`config.mk`:
```
export PLATFORM = sky130hd
export DESIGN_NAME = instr_fetch
export DESIGN_NICKNAME = d
export VERILOG_FILES = /design/src/rtl/instr_fetch.sv
export SDC_FILE = /design/constraint.sdc
export NUM_CORES = 1
export LEC_CHECK = 0
export ABC_AREA = 1
export BUFFER_PORTS_ARGS = -buffer_cell sky130_fd_sc_hd__buf_2
export CAP_MARGIN = 10
export CORE_UTILIZATION = 45
export CTS_CLUSTER_SIZE = 40
export DETAILED_ROUTE_END_ITERATION = 10
export PLACE_DENSITY = 0.75
export SLEW_MARGIN = 5
export SYNTH_ARGS = -nofsm -noshare
export SYNTH_HDL_FRONTEND = slang
export SYNTH_SLANG_ARGS = --single-unit
export TNS_END_PERCENT = 100
```
`constraint.sdc`:
```
create_clock -name clk -period 1.55 [get_ports clk]
set_input_delay 0.2325 -clock clk [delete_from_list [all_inputs] [get_ports clk]]
set_output_delay 0.2325 -clock clk [all_outputs]
set_load 0.01 [all_outputs]
```
`src/rtl/instr_fetch.sv`:
```
// Two-word instruction fetch unit: reads opcode and operand from instruction memory,
// issues them downstream, and stops on a halt opcode or a memory timeout.
module instr_fetch #(
    parameter int                    DATA_WIDTH  = 16,
    parameter int                    TIMEOUT     = 15,
    parameter logic [DATA_WIDTH-1:0] HALT_OPCODE = 16'hFFFF
) (
    input  logic                  clk,
    input  logic                  reset,
    input  logic                  run,
    input  logic [DATA_WIDTH-1:0] pc,
    output logic                  mem_req,
    output logic [DATA_WIDTH-1:0] mem_addr,
    input  logic                  mem_ack,
    input  logic [DATA_WIDTH-1:0] mem_rdata,
    input  logic                  exec_busy,
    output logic [DATA_WIDTH-1:0] opcode,
    output logic [DATA_WIDTH-1:0] operand,
    output logic                  pc_enable,
    output logic                  issue_valid,
    output logic                  halted,
    output logic                  fault
);

    localparam int CNT_WIDTH = $clog2(TIMEOUT + 1);
    // Last wait cycle: no ack here means the count reaches TIMEOUT and the request faults.
    localparam logic [CNT_WIDTH-1:0] LAST_WAIT = CNT_WIDTH'(TIMEOUT - 1);

    typedef enum logic [2:0] {
        IDLE,
        REQ_OP,
        REQ_ARG,
        ISSUE,
        HALT,
        FAULT
    } state_t;

    state_t               state;
    logic [CNT_WIDTH-1:0] wait_cnt;

    // NOTE: all state lives in this one clocked block and uses non-blocking assignments,
    // so every branch reads the pre-edge values of state, opcode and wait_cnt.
    always_ff @(posedge clk) begin
        if (reset) begin
            state    <= IDLE;
            opcode   <= '0;
            operand  <= '0;
            wait_cnt <= '0;
        end else begin
            case (state)
                IDLE: begin
                    if (run) begin
                        state    <= REQ_OP;
                        wait_cnt <= '0;
                    end
                end
                REQ_OP: begin
                    if (mem_ack) begin
                        opcode   <= mem_rdata;
                        state    <= REQ_ARG;
                        wait_cnt <= '0;
                    end else if (wait_cnt == LAST_WAIT) begin
                        state <= FAULT;
                    end else begin
                        wait_cnt <= wait_cnt + 1'b1;
                    end
                end
                REQ_ARG: begin
                    if (mem_ack) begin
                        operand <= mem_rdata;
                        state   <= (opcode == HALT_OPCODE) ? HALT : ISSUE;
                    end else if (wait_cnt == LAST_WAIT) begin
                        state <= FAULT;
                    end else begin
                        wait_cnt <= wait_cnt + 1'b1;
                    end
                end
                ISSUE: begin
                    if (!exec_busy) begin
                        state    <= run ? REQ_OP : IDLE;
                        wait_cnt <= '0;
                    end
                end
                HALT, FAULT: begin
                end
                default: state <= IDLE;
            endcase
        end
    end

    // Word address is pc*2 (+1 for the operand); the top pc bit falls off the truncation.
    assign mem_addr    = DATA_WIDTH'({pc, state == REQ_ARG});
    assign mem_req     = (state == REQ_OP) || (state == REQ_ARG);
    assign pc_enable   = (state == ISSUE) && !exec_busy;
    assign issue_valid = (state == ISSUE) && !exec_busy;
    assign halted      = (state == HALT);
    assign fault       = (state == FAULT);

endmodule

```
==> out/results.txt <==
Inst Count DP = 337
Status = complete, no violations
Die footprint = 0.00426 mm^2
Final setup TNS = 0 ns
Register area = 785 um^2
Post-synth ARST share = 0%
Total Wirelength = 4.03 mm
EDFF count, synth = 0
Total CTS buffers = 5
Crit path launch type = register
Iter 0 DRT Violations = 64
Clock Latency Late Sink = 0.29 ns
Top cells by area, synth = dfxtp_1, nor2_1, o21ai_0
Postcts setup bufs = 0
Vias/cell = 4.92
Fin area = 0.00213 mm^2
Final period util = 96.1%
Static leakage = 0.00111 uW
TritonCTS clock tree = done
Cell Chain, Critical Path = inv_2, nor2_2, nand2_2, inv_1, buf_2
Avg Inst Size Synth = 7.21 um^2
RD Place Congestion = 0.823
Global routing's busiest layer = met2
Critical path class = register to primary output
Crit path max-delay family = flip-flops
Maxcap violations = 0
FILL cells = 366
Final HPWL DP = 2.89 mm
Sequential area share after synthesis = 43.3%
Cell Area, Placed = 0.00203 mm^2
First-pass GRT wire length = 6.82 mm
# resized after CTS = 0
Worst Tran Pin Value = 0.338 ns
Final setup viols = 0
Pwr per Cell Area = 1100 mW/mm^2
Hold depth = 2
Tightest Hold Check Type = input port to register
Die width = 65.3 um
Worst r2r src = state[1]
Biggest area consumer among synthesized cells = dfxtp_1
Die height = 65.3 um
Tot GR Track Use = 20.7%
Count of cell types in the netlist = 25
Worst Path Arrival = 1.26 ns
R2R Path End = wait_cnt[0]
DR WL/cell = 11.7 um
Core area = 0.00374 mm^2
Synth Register Bits = 39
Mapped Cells = 250
Slew Viols, Final = 0
Syn. warnings = 0
Top_reg_cell synth = dfxtp_1
CTS H-Tree Depth = 2
Number of remaining DRC errors = 0
Largest net degree at the start of global routing = 21
Detail Route Antenna Nets = 0
Row cnt = 22
Min-Delay Endpoint = state[2]
CP endpoint kind = primary output
Initial antenna violation count = 0
Netlist area before placement = 0.00180 mm^2
Met1 usage = 24.2%
Final min period = 1.49 ns
Hold_sp = reset
Top-Level Pins = 90
Post-Syn Nets = 289
Final Non-Filler Cells = 345
Fraction of layout cells with a size suffix above 1 = 29.3%
Final Hold Viols = 0
Top-area cell type share of the netlist area = 43.3%
Crit path max-delay cell type = dfxtp_2
Crit path buf inv count = 3
Clock root buffer = clkbuf_8
Layout Skew = 0.00665 ns
Vias = 1,696
Vias in the first global route = 1,575
Cts hold-fix bufs = 0
Number of diodes = 0
Setup slack, reg-to-reg = 0.19 ns
Synth cell count leaders = nor2_1, dfxtp_1, o21ai_0
Clock Sinks = 39
Worst slew margin = 77.4%
Clk slew on worst S/H paths = 0.08 ns
Met2 usage = 34.3%
Grt ovf = 0
Met3 Use GR = 6.42%
Reg2reg path depth = 11
CP Data Required Time = 1.32 ns
Top-count cell post-synth = nor2_1
Delay of the slowest critical-path stage = 0.37 ns
Fmax = 671 MHz
Max Buffers Root-to-Sink = 2
Hold WS = 0.157 ns
Crit path max fanout = 5
Drt pass-1 iters = 4
RSZ-0062 raised after global routing = yes
P&R area growth vs syn = 18.2%
Fin nets = 335
Number of port buffers = 58
VDD IR max = 583 uV
Multi-input gate area = 801 um^2
Initial core utilization = 48.1%
## metrics by stage
stage | util, % | worst slack (ns) | power [uW]
after global routing | 56.9 | -0.0234 | 2470
after floorplan | - | 0.294 | 1500
final | 56.9 | 0.0604 | 2350
after CTS | 56.8 | 0.0133 | 2360
after detailed placement | 54.2 | 0.153 | 1650
after global placement | 54.2 | 0.178 | 1630
## state kept, by name, summed over array words and instances, names as in the netlist
signal	cells
opcode	16
wait_cnt	4
state	3
operand	16
## worst reg2reg max path: stages, from the launching register on
cell and delay, ns:
dfxtp_2 0.37, inv_2 0.06, nor2_2 0.14, nand2_2 0.14, nor2_8 0.12, inv_4 0.10, nand2_4 0.11, inv_4 0.05
nand2_1 0.05, nand2_1 0.05, nand2_1 0.05, nor2_1 0.03
## cell usage in the layout (no fill, tap or decap), types with 2 or more instances in the layout
cell type  count
a21oi_1        5
nand4_1        3
inv_4          2
nand3_1       10
dfxtp_2        3
dfxtp_1       36
buf_2         58
clkbuf_8       6
nand2_1       22
inv_1         11
nor2_4         2
nor2_1        79
o21ai_0       38
ha_1           2
nand2_2        2
buf_4          4
inv_2          4
## logic make-up after synthesis
family	Yosys count	synth area share, %
flip-flops	39	43.3
buffers and inverters	40	12.2
AO/OA/AOI/OAI	45	12.6
adder cells (fa/ha/maj)	2	1.39
AND/OR/NAND/NOR	124	30.4
## per-layer routing
layer	wire [um]	part of all wire [%]
met4	75	1.9
met5	0	0
met1	1870	46
met2	1810	45
met3	276	6.8
## worst max path at each step
stage	from	endpoint	slack (ns)	depth (start not counted)
floorplan	state[1]	operand[10]	0.29	8
global placement	state[0]	wait_cnt[0]	0.18	10
detailed placement	state[0]	wait_cnt[0]	0.15	10
CTS	state[1]	mem_addr[0]	0.01	5
global route	state[1]	mem_addr[0]	-0.02	5
finish	state[1]	mem_addr[0]	0.06	5
## report_power, final
group	leakage (uW)	switching (uW)	internal [uW]	total (uW)
Sequential	0.000319	64.8	1090	1160
Combinational	0.000741	295	174	469
Clock	0.0000484	359	365	723
Total	0.00111	719	1630	2350
## final cells by class
| type | instances | area share [%] |
|---|---|---|
| Timing Repair Buffer | 62 | 15.0 |
| Sequential cell | 39 | 36.8 |
| Tap cell | 48 | 2.82 |
| Clock inverter | 1 | 0.411 |
| Inverter | 17 | 3.23 |
| Multi-Input combinational cell | 171 | 37.6 |
| Clock buffer | 7 | 4.05 |
Power figures use the tool's default switching activity.
